==> config.mk <==
export PLATFORM = sky130hd
export DESIGN_NAME = drive_cmd_arbiter
export DESIGN_NICKNAME = d
export VERILOG_FILES = /design/src/rtl/car_pkg.sv /design/src/rtl/drive_cmd_arbiter_speed_ramp.sv /design/src/rtl/drive_cmd_arbiter.sv
export SDC_FILE = /design/constraint.sdc
export NUM_CORES = 1
export LEC_CHECK = 0
export CORE_MARGIN = 5
export CORE_UTILIZATION = 40
export DETAILED_ROUTE_END_ITERATION = 16
export GPL_ROUTABILITY_DRIVEN = 0
export PLACE_DENSITY = 0.69
export SETUP_SLACK_MARGIN = 0.2
export SYNTH_ARGS = -nofsm -noshare
export SYNTH_HDL_FRONTEND = slang
export SYNTH_HIERARCHICAL = 1
export SYNTH_SLANG_ARGS = --single-unit
export TNS_END_PERCENT = 1
==> constraint.sdc <==
create_clock -name clk_50M -period 5.5 [get_ports clk_50M]
set_input_delay 0.55 -clock clk_50M [delete_from_list [all_inputs] [get_ports clk_50M]]
set_output_delay 0.55 -clock clk_50M [all_outputs]
set_load 0.02 [all_outputs]
==> src/rtl/car_pkg.sv <==
// Shared drive-path definitions: actuator widths, servo limits and the arbiter state encoding.
// Imported by the arbiter top and its speed ramp.
package car_pkg;

    localparam int SPEED_W = 8;
    localparam int DEG_W   = 9;

    localparam logic [DEG_W-1:0] DEG_CENTER = 9'd95;
    localparam logic [DEG_W-1:0] DEG_MIN    = 9'd30;
    localparam logic [DEG_W-1:0] DEG_MAX    = 9'd120;

    typedef enum logic [1:0] {
        ST_DRIVE = 2'd0,
        ST_BRAKE = 2'd1,
        ST_DEAD  = 2'd2,
        ST_SAFE  = 2'd3
    } drive_state_e;

    // Keep the servo inside its mechanical travel regardless of what a source asks for
    function automatic logic [DEG_W-1:0] clamp_deg(input logic [DEG_W-1:0] deg);
        logic [DEG_W-1:0] res;
        if (deg < DEG_MIN) begin
            res = DEG_MIN;
        end else if (deg > DEG_MAX) begin
            res = DEG_MAX;
        end else begin
            res = deg;
        end
        return res;
    endfunction

endpackage

==> src/rtl/drive_cmd_arbiter_speed_ramp.sv <==
// Motor speed register: slews toward its target by at most RAMP_STEP per tick,
// never overshooting, and drops straight to zero when force_zero_i is asserted.
module speed_ramp
    import car_pkg::*;
#(
    parameter int RAMP_STEP = 2
) (
    input  logic               clk_i,
    input  logic               rst_n_i,
    input  logic               tick_i,
    input  logic               force_zero_i,
    input  logic [SPEED_W-1:0] target_i,
    output logic [SPEED_W-1:0] speed_o
);

    localparam logic [SPEED_W-1:0] STEP = SPEED_W'(RAMP_STEP);

    logic [SPEED_W-1:0] speed_q;
    logic [SPEED_W-1:0] speed_d;
    logic [SPEED_W-1:0] diff_s;
    logic [SPEED_W-1:0] step_s;
    logic               up_s;

    // Next speed: bounded step toward target on tick, immediate zero on force
    always_comb begin
        speed_d = speed_q;
        up_s    = (target_i >= speed_q);
        if (up_s) begin
            diff_s = target_i - speed_q;
        end else begin
            diff_s = speed_q - target_i;
        end
        if (diff_s > STEP) begin
            step_s = STEP;
        end else begin
            step_s = diff_s;
        end
        if (force_zero_i) begin
            speed_d = 8'd0;
        end else if (tick_i) begin
            if (up_s) begin
                speed_d = speed_q + step_s;
            end else begin
                speed_d = speed_q - step_s;
            end
        end else begin
            speed_d = speed_q;
        end
    end

    // Speed register
    always_ff @(posedge clk_i) begin
        if (!rst_n_i) begin
            speed_q <= 8'd0;
        end else begin
            speed_q <= speed_d;
        end
    end

    assign speed_o = speed_q;

endmodule

==> src/rtl/drive_cmd_arbiter.sv <==
// Fixed-priority arbiter for the drive actuators with ramp limiting, a braked
// dead-time before every direction reversal and an ultrasonic safety stop.
module drive_cmd_arbiter
    import car_pkg::*;
#(
    parameter int N_REQ          = 4,
    parameter int TICK_DIV       = 500000,
    parameter int RAMP_STEP      = 2,
    parameter int DEADTIME_TICKS = 20,
    parameter int SAFE_FWD       = 20,
    parameter int SAFE_BACK      = 9,
    parameter int SAFE_HYST      = 3
) (
    input  logic                 clk_50M,
    input  logic                 rst_n,
    input  logic [N_REQ-1:0]     req_valid,
    input  logic [8*N_REQ-1:0]   req_speed,
    input  logic [9*N_REQ-1:0]   req_degree,
    input  logic [N_REQ-1:0]     req_dir,
    input  logic [7:0]           forwardDistance,
    input  logic [7:0]           backDistance,
    output logic [SPEED_W-1:0]   speed,
    output logic [DEG_W-1:0]     degree,
    output logic                 direction,
    output logic [N_REQ-1:0]     grant,
    output logic                 safety_stop,
    output logic                 beepEnable
);

    localparam int TICK_W = (TICK_DIV > 1) ? $clog2(TICK_DIV) : 1;
    localparam int DEAD_W = $clog2(DEADTIME_TICKS + 1);

    localparam logic [TICK_W-1:0] TICK_LAST  = TICK_W'(TICK_DIV - 1);
    localparam logic [DEAD_W-1:0] DEAD_LAST  = DEAD_W'(DEADTIME_TICKS - 1);
    localparam logic [7:0]        FWD_TRIP   = 8'(SAFE_FWD);
    localparam logic [7:0]        FWD_CLEAR  = 8'(SAFE_FWD + SAFE_HYST);
    localparam logic [7:0]        BACK_TRIP  = 8'(SAFE_BACK);
    localparam logic [7:0]        BACK_CLEAR = 8'(SAFE_BACK + SAFE_HYST);

    drive_state_e        state_q;
    logic [TICK_W-1:0]   tick_cnt_q;
    logic [DEAD_W-1:0]   dead_cnt_q;
    logic [N_REQ-1:0]    grant_q;
    logic [N_REQ-1:0]    grant_d;
    logic [DEG_W-1:0]    degree_q;
    logic                direction_q;
    logic                safety_q;
    logic                beep_q;

    logic                tick_s;
    logic [SPEED_W-1:0]  tgt_speed_s;
    logic [DEG_W-1:0]    tgt_deg_s;
    logic                tgt_dir_s;
    logic                trip_s;
    logic                clear_s;
    logic                reverse_s;
    logic [SPEED_W-1:0]  ramp_tgt_s;
    logic                force_zero_s;
    logic [SPEED_W-1:0]  speed_s;

    assign tick_s = (tick_cnt_q == TICK_LAST);

    // Free-running ramp tick divider
    always_ff @(posedge clk_50M) begin
        if (!rst_n) begin
            tick_cnt_q <= '0;
        end else if (tick_s) begin
            tick_cnt_q <= '0;
        end else begin
            tick_cnt_q <= tick_cnt_q + TICK_W'(1);
        end
    end

    // Lowest set request bit wins: x & -x isolates it
    assign grant_d = req_valid & (~req_valid + N_REQ'(1));

    // Target command taken from the registered grant; idle means centred and stopping
    always_comb begin
        tgt_speed_s = 8'd0;
        tgt_deg_s   = DEG_CENTER;
        tgt_dir_s   = direction_q;
        for (int i = 0; i < N_REQ; i++) begin
            tgt_speed_s = grant_q[i] ? req_speed[8*i +: 8]  : tgt_speed_s;
            tgt_deg_s   = grant_q[i] ? req_degree[9*i +: 9] : tgt_deg_s;
            tgt_dir_s   = grant_q[i] ? req_dir[i]           : tgt_dir_s;
        end
    end

    // Safety trip/release and reversal request, all relative to the present direction
    always_comb begin
        if (direction_q) begin
            trip_s  = (forwardDistance < FWD_TRIP);
            clear_s = (forwardDistance >= FWD_CLEAR);
        end else begin
            trip_s  = (backDistance < BACK_TRIP);
            clear_s = (backDistance >= BACK_CLEAR);
        end
        reverse_s = (tgt_dir_s != direction_q) && (tgt_speed_s != 8'd0);
    end

    // Effective ramp target per state; a trip zeroes speed on the same edge it enters SAFE
    always_comb begin
        ramp_tgt_s   = 8'd0;
        force_zero_s = 1'b1;
        case (state_q)
            ST_DRIVE: begin
                ramp_tgt_s   = tgt_speed_s;
                force_zero_s = trip_s;
            end
            ST_BRAKE: begin
                ramp_tgt_s   = 8'd0;
                force_zero_s = trip_s;
            end
            ST_DEAD: begin
                ramp_tgt_s   = 8'd0;
                force_zero_s = 1'b1;
            end
            ST_SAFE: begin
                ramp_tgt_s   = 8'd0;
                force_zero_s = 1'b1;
            end
            default: begin
                ramp_tgt_s   = 8'd0;
                force_zero_s = 1'b1;
            end
        endcase
    end

    speed_ramp #(
        .RAMP_STEP (RAMP_STEP)
    ) u_speed_ramp (
        .clk_i        (clk_50M),
        .rst_n_i      (rst_n),
        .tick_i       (tick_s),
        .force_zero_i (force_zero_s),
        .target_i     (ramp_tgt_s),
        .speed_o      (speed_s)
    );

    // Drive FSM with grant, servo, direction and status flag registers
    always_ff @(posedge clk_50M) begin
        if (!rst_n) begin
            state_q     <= ST_DRIVE;
            dead_cnt_q  <= '0;
            direction_q <= 1'b1;
            grant_q     <= '0;
            degree_q    <= DEG_CENTER;
            safety_q    <= 1'b0;
            beep_q      <= 1'b0;
        end else begin
            grant_q  <= grant_d;
            degree_q <= clamp_deg(tgt_deg_s);
            case (state_q)
                ST_DRIVE: begin
                    if (trip_s) begin
                        state_q  <= ST_SAFE;
                        safety_q <= 1'b1;
                        beep_q   <= 1'b1;
                    end else if (reverse_s) begin
                        state_q  <= ST_BRAKE;
                        safety_q <= 1'b0;
                        beep_q   <= 1'b0;
                    end else begin
                        state_q  <= ST_DRIVE;
                        safety_q <= 1'b0;
                        beep_q   <= 1'b0;
                    end
                end
                ST_BRAKE: begin
                    if (trip_s) begin
                        state_q  <= ST_SAFE;
                        safety_q <= 1'b1;
                        beep_q   <= 1'b1;
                    end else if (tgt_dir_s == direction_q) begin
                        state_q  <= ST_DRIVE;
                        safety_q <= 1'b0;
                        beep_q   <= 1'b0;
                    end else if (speed_s == 8'd0) begin
                        state_q    <= ST_DEAD;
                        dead_cnt_q <= '0;
                        safety_q   <= 1'b0;
                        beep_q     <= 1'b1;
                    end else begin
                        state_q  <= ST_BRAKE;
                        safety_q <= 1'b0;
                        beep_q   <= 1'b0;
                    end
                end
                ST_DEAD: begin
                    safety_q <= 1'b0;
                    if (tick_s && (dead_cnt_q == DEAD_LAST)) begin
                        state_q     <= ST_DRIVE;
                        direction_q <= ~direction_q;
                        dead_cnt_q  <= '0;
                        beep_q      <= 1'b0;
                    end else if (tick_s) begin
                        state_q    <= ST_DEAD;
                        dead_cnt_q <= dead_cnt_q + DEAD_W'(1);
                        beep_q     <= 1'b1;
                    end else begin
                        state_q <= ST_DEAD;
                        beep_q  <= 1'b1;
                    end
                end
                ST_SAFE: begin
                    if (reverse_s) begin
                        state_q    <= ST_DEAD;
                        dead_cnt_q <= '0;
                        safety_q   <= 1'b0;
                        beep_q     <= 1'b1;
                    end else if (clear_s) begin
                        state_q  <= ST_DRIVE;
                        safety_q <= 1'b0;
                        beep_q   <= 1'b0;
                    end else begin
                        state_q  <= ST_SAFE;
                        safety_q <= 1'b1;
                        beep_q   <= 1'b1;
                    end
                end
                default: begin
                    state_q  <= ST_DRIVE;
                    safety_q <= 1'b0;
                    beep_q   <= 1'b0;
                end
            endcase
        end
    end

    assign speed       = speed_s;
    assign degree      = degree_q;
    assign direction   = direction_q;
    assign grant       = grant_q;
    assign safety_stop = safety_q;
    assign beepEnable  = beep_q;

endmodule

==> run_results.csv, run 1 <==
group,metric,value,unit
outcome,status,"complete, but fails checks",
outcome,violations,"setup timing",
placement,dpl.hpwl,10.8,mm
cells_and_area,diodes,0,
cells_and_area,final_cells,862,
logic_synthesis,yosysWarnings,6,
drt,drtIter0Drc,278,
critical_path,cp-start-kind,"primary input",
critical_path,worstPathArrival,5.82,ns
die,rows,37,
drt,wl,14.6,mm
logic_synthesis,ys_seq_area_share,23.5,%
clocking,htree_levels,2,
cells_and_area,nFillCells,856,
logic_synthesis,synth_top_cell_by_area,"dfxtp_1",
die,ios,118,
clocking,cts_tree,"done",
clocking,cts_root_buf,"clkbuf_8",
critical_path,critPathKind,"in -> reg",
sta,finClkSkew,0.00683,ns
die,dieArea,12600,µm²
logic_synthesis,async_flop_share,0,%
sta,fin_ws,-0.138,ns
logic_synthesis,synth_area_leaders,"dfxtp_1 23%, ha_1 7.5%, nor2_1 5.0%",
sta,setup_violations,2,
sta,rsz0062_at_grt,"yes",
logic_synthesis,netlist_area,4180,µm²
logic_synthesis,synth_ff_type,"dfxtp_1",
sta,finalCritPeriodShare,103,%
sta,fmax,0.177,GHz
critical_path,worstPathMaxFanout,5,
clocking,clk_latency,0.30,ns
logic_synthesis,yosysUniqueCellTypes,70,
grt,overflow,0,
drt,wl_met2,7.64,mm
logic_synthesis,synth_edf_count,0,
drt,vias_per_cell,5.47,
clocking,cts.sinks,49,
cells_and_area,drive_gt1_share,27.3,%
critical_path,critPathRequiredTime,5.68,ns
drt,dr.pass1.iters,5,
drt,wire_per_inst,17.0,µm
sta,drv_slew,0,
power,pwr-share-seq,29.8,%
drt,dr_wl_met3,726,µm
die,die_h,112,µm
power,pwr-share-comb,51.2,%
drt,num_vias,4712,
power,internal_power,816,µW
sta,whs,0.463,ns
min_path,hold_class,"reg -> reg",
cells_and_area,area_delta_synth_final,60.6,%
placement,place_area,6070,µm²
sta,tightest_slew,0.650,ns
power,power_switching,431,µW
die,fp.coreArea,10300,µm²
die,start_util,40.6,%
clocking,numCtsBuffers,5,
power,clkPwrFrac,19.0,%
clocking,clk_pin_slew_worst_paths,0.09,ns
grt,grtUsageTotal,22.1,%
grt,grt_pass1_vias,4864,
grt,antenna_found_initial,0,
cells_and_area,fin_util,65.3,%
logic_synthesis,syn-instance-count,517,
placement,dp.cells,827,
cells_and_area,final_area,6710,µm²
logic_synthesis,syn_avg_cell_area,8.08,µm²
sta,period_needed,5.64,ns
clocking,cts_buffer_depth,2,
critical_path,endpoint_kind,"flop",
cells_and_area,nets,848,
power,p_sw_share,34.6,%
drt,highest_layer,"met4",
job,cap_violations,0,
power,power_density,186,nW/µm²
grt,grt_pass1_wl,23.3,mm
placement,pre_cts_slack,-0.657,ns
min_path,holdPathStages,1,
power,finalPower,1.25,mW
grt,grt_max_degree,23,
critical_path,reg2regPathDepth,28,
sta,finalSetupTns,-0.149,ns
die,die_w,112,µm
clocking,cts_hold_buf,0,
logic_synthesis,synth_top_area_share,23.5,%
placement,io_buffer_count,117,
drt,ant_nets,0,
drt,drc,0,
sta,slew_headroom,56.7,%
power,leakagePower,2.79,nW
drt,wl_met1,5.93,mm
power,peakVddDrop,0.138,mV
logic_synthesis,synthTopCellsByCount,"56 x nor2_1, 49 x dfxtp_1, 32 x nand2_1",
logic_synthesis,synth_most_common_cell,"nor2_1",
sta,hold_viol_final,0,
logic_synthesis,ys_ff_latch,49,
[layout by cell type (no fill, tap or decap), types with 6 or more instances in the layout]
master,instances
o31ai_1,7
a21oi_1,16
ha_4,7
o21ai_1,6
buf_4,95
and3_1,12
mux2i_1,17
nor3_1,7
a21oi_2,6
o21ai_0,18
dlymetal6s2s_1,6
nand2_1,32
o221ai_1,6
dlygate4sd2_1,10
clkdlybuf4s50_1,98
nand2b_1,9
ha_1,16
a31oi_1,6
buf_6,10
dfxtp_1,44
inv_1,25
nor3b_1,11
and2_1,9
nand3_1,17
a21o_1,8
xnor2_1,15
xor2_1,13
nor2_1,50
nor2b_1,10
[critical path, stage by stage]
cell and delay [ns]:
clkdlybuf4s15_1 0.25, o22ai_4 0.25, a211oi_4 0.08, inv_1 0.07, ha_2 0.18, inv_2 0.04, fa_2 0.33, a21o_1 0.23
a2111oi_4 0.40, o31ai_4 0.16, buf_4 0.18, mux2i_1 0.16, xnor2_1 0.09, or4_4 0.51, or3_4 0.42, ha_4 0.28
nor2_4 0.03, a21oi_2 0.14, ha_1 0.26, a21o_1 0.18, a21oi_2 0.14, o21bai_1 0.10, a21oi_2 0.17, o21ai_2 0.09
nor3b_2 0.16, o31a_1 0.11, a31oi_1 0.16, nand3_1 0.09
[worst paths after layout]
kind	startpoint	to	slack (ns)
setup / recovery	req_speed[24]	u_speed_ramp/speed_o[7]$_SDFFE_PP0P_	-0.14
setup reg to reg	grant[1]$_SDFF_PN0_	u_speed_ramp/speed_o[7]$_SDFFE_PP0P_	-0.13
hold / removal	tick_cnt_q[0]$_SDFF_PP0_	tick_cnt_q[0]$_SDFF_PP0_	0.46
hold reg to reg	tick_cnt_q[0]$_SDFF_PP0_	tick_cnt_q[0]$_SDFF_PP0_	0.46
[registers in the layout, summed over array words and instances (netlist names)]
| name | cells |
|---|---|
| grant | 4 |
| state_q | 2 |
| u_speed_ramp/speed_o | 8 |
| tick_cnt_q | 19 |
| dead_cnt_q | 5 |
| safety_stop | 1 |
| direction | 1 |
| degree | 9 |
[area by class of cell]
cell class	instances	area (µm²)	area share (%)
Clock buffer	6	93.8	1.40
Multi-Input combinational cell	419	3330	49.6
Clock inverter	1	8.76	0.131
Inverter	28	105	1.57
Tap cell	136	170	2.54
Sequential cell	49	997	14.9
Timing Repair Buffer	223	2000	29.9
[kinds of logic after synthesis]
| logic type | count (synthesis) | share of synthesized area (%) |
|---|---|---|
| DFF | 49 | 23.5 |
| and+or+nand+nor | 216 | 28.9 |
| AOI/OAI and AO/OA | 126 | 22.7 |
| buffers and inverters | 50 | 5.45 |
| xor gates and xnor gates | 29 | 6.08 |
| muxes | 18 | 4.31 |
| other | 1 | 0.0898 |
| adders and majority gates | 28 | 8.93 |
[metal layers]
layer | track usage (%) | up-vias
met5 | 0 | -
met4 | 6.89 | 0
met3 | 3.56 | 33
met2 | 41.2 | 141
met1 | 25.8 | 2245
li1 | - | 2293
[timing repair]
action                                 4_1_cts  5_1_grt
gates resized for setup                     65       31
setup endpoints to repair                    5        5
pin swaps                                   40       30
gates cloned                                 0        1
endpoints found under the hold margin        0        0
setup buffers                               11       16
[power by group through the flow]
stage               Combinational [mW]  Sequential (mW)  Clock (mW)
floorplan                        0.303            0.390           0
global placement                 0.534            0.380           0
detailed placement               0.546            0.380           0
CTS                              0.604            0.372       0.243
global route                     0.689            0.374       0.259
finish                           0.638            0.372       0.236
Power figures use the tool's default switching activity.
==> inputs of run 2 (changes only) <==
Settings changed: CORE_UTILIZATION 40 to 44, HOLD_SLACK_MARGIN set to 0.03, PLACE_DENSITY 0.69 to 0.75, RECOVER_POWER set to 100.
==> run_results.csv, run 2 (synthesis results as in run 1) <==
group,metric,value,unit
critical_path,cp-start-kind,"primary input",
cells_and_area,fin_util,71.5,%
critical_path,worst-path-stages,25,
sta,finalCritPeriodShare,103,%
cells_and_area,final_area,6600,µm²
critical_path,reg2regPathDepth,27,
cells_and_area,top_register,"tick_cnt_q",
sta,tightest_slew,0.653,ns
clocking,cts_tree,"done",
min_path,holdPathStages,1,
grt,overflow,0,
critical_path,path_buf_inv,2,
clocking,cts_buffer_depth,2,
placement,dpl.hpwl,10.7,mm
die,ios,118,
cells_and_area,final_cells,848,
die,fp.coreArea,9240,µm²
die,dieArea,11500,µm²
drt,wire_per_inst,16.8,µm
die,die_w,107,µm
clocking,cts_root_buf,"clkbuf_8",
drt,drc,0,
drt,ant_nets,0,
sta,period_needed,5.68,ns
sta,finalSetupTns,-0.267,ns
clocking,cts.sinks,49,
drt,wl,14.2,mm
critical_path,critPathRequiredTime,5.69,ns
drt,vias_per_cell,5.55,
job,cap_violations,0,
min_path,hold_class,"reg -> reg",
grt,grtUsageTotal,24.4,%
die,rows,35,
outcome,status,"complete, but fails checks",
power,power_density,190,nW/µm²
sta,slew_headroom,56.3,%
cells_and_area,area_delta_synth_final,58.1,%
drt,drtIter0Drc,303,
critical_path,cp_top_family,"compound AO/OA/AOI/OAI gates",
critical_path,critPathSlowestCell,"or4_4",
critical_path,r2r_end,"u_speed_ramp/speed_o[7]$_SDFFE_PP0P_",
clocking,cts_hold_buf,0,
placement,place_area,6020,µm²
critical_path,max_stage_delay,0.54,ns
critical_path,worstPathArrival,5.87,ns
critical_path,reg2reg_slack,-0.15,ns
placement,io_buffer_count,117,
critical_path,rr_startpoint,"grant[1]$_SDFF_PN0_",
grt,antenna_found_initial,0,
drt,dr.pass1.iters,6,
sta,whs,0.477,ns
grt,grt_pass1_vias,4822,
sta,fmax,0.176,GHz
cells_and_area,nets,840,
placement,dp.cells,815,
clocking,numCtsBuffers,5,
die,die_h,107,µm
grt,grt_pass1_wl,23.0,mm
cells_and_area,drive_gt1_share,26.0,%
critical_path,worstPathMaxFanout,6,
cells_and_area,layout_common_cells,"99 x clkdlybuf4s50_1, 86 x buf_4, 51 x nor2_1",
clocking,clk_pin_slew_worst_paths,0.09,ns
sta,rsz0062_at_grt,"yes",
drt,num_vias,4705,
sta,finClkSkew,0.0127,ns
clocking,htree_levels,2,
sta,hold_viol_final,0,
critical_path,crit_top_cell,"a21oi_2",
min_path,worstHoldStart,"tick_cnt_q[0]$_SDFF_PP0_",
outcome,violations,"setup timing",
sta,fin_ws,-0.180,ns
clocking,clk_latency,0.31,ns
critical_path,critPathKind,"in -> reg",
grt,grt_max_degree,22,
min_path,worstHoldEndpoint,"tick_cnt_q[0]$_SDFF_PP0_",
cells_and_area,layout_commonest_cell,"clkdlybuf4s50_1",
critical_path,endpoint_kind,"flop",
sta,drv_slew,0,
cells_and_area,diodes,0,
power,peakVddDrop,0.170,mV
die,start_util,45.2,%
power,leakagePower,2.73,nW
sta,setup_violations,4,
cells_and_area,largest_register_ffs,19,
==> run 2: timing repair <==
action,4_1_cts,5_1_grt
pin swaps,50,31
gates resized for setup,65,21
endpoints found under the setup margin,6,6
buffers inserted,20,5
==> run 2: layout make-up <==
class	count	area, µm²
repair buffers	215	1940
multi-input cells	419	3290
clock inverters	2	33.8
clock buffers	6	72.6
well taps	129	161
flip-flops and latches	49	995
fillers	701	2640
inverters	28	105
==> run 2: worst max path at each step <==
stage	slack, ns	end	from
floorplan	-0.05	u_speed_ramp/speed_o[7]$_SDFFE_PP0P_	state_q[1]$_SDFF_PN0_
global placement	-0.52	u_speed_ramp/speed_o[7]$_SDFFE_PP0P_	req_speed[28]
detailed placement	-0.68	u_speed_ramp/speed_o[7]$_SDFFE_PP0P_	req_speed[4]
finish	-0.18	u_speed_ramp/speed_o[7]$_SDFFE_PP0P_	req_speed[30]
global route	-0.35	u_speed_ramp/speed_o[7]$_SDFFE_PP0P_	grant[1]$_SDFF_PN0_
CTS	-0.04	u_speed_ramp/speed_o[7]$_SDFFE_PP0P_	grant[1]$_SDFF_PN0_
==> run 2: stage by stage <==
step	power, mW	setup WS [ns]
floorplan	0.693	-0.0452
global placement	0.914	-0.523
detailed placement	0.928	-0.678
CTS	1.23	-0.0352
global route	1.32	-0.352
finish	1.26	-0.180
==> run 2: routing by layer <==
layer / part of all wire, % / GRT usage (%)
met1: 41 / 28.8
met2: 50 / 44.1
met3: 5.7 / 3.48
met4: 3.2 / 10.0
met5: 0 / 0
==> run 2: worst register-to-register path, delay by kind of cell (launching register included) <==
family	cells	cell delay, ns
compound gates	10	1.85
simple gates	9	1.75
fa+ha+maj	3	0.82
flops	1	0.38
buf+inv	3	0.34
mux	1	0.30
xor+xnor	1	0.09
==> run 2: power by group <==
group	internal (mW)	switching, mW	leakage [nW]	total (mW)
clock	0.134	0.116	0.0528	0.251
combinational	0.334	0.300	2.28	0.634
sequential	0.365	0.00661	0.401	0.372
total	0.833	0.423	2.73	1.26
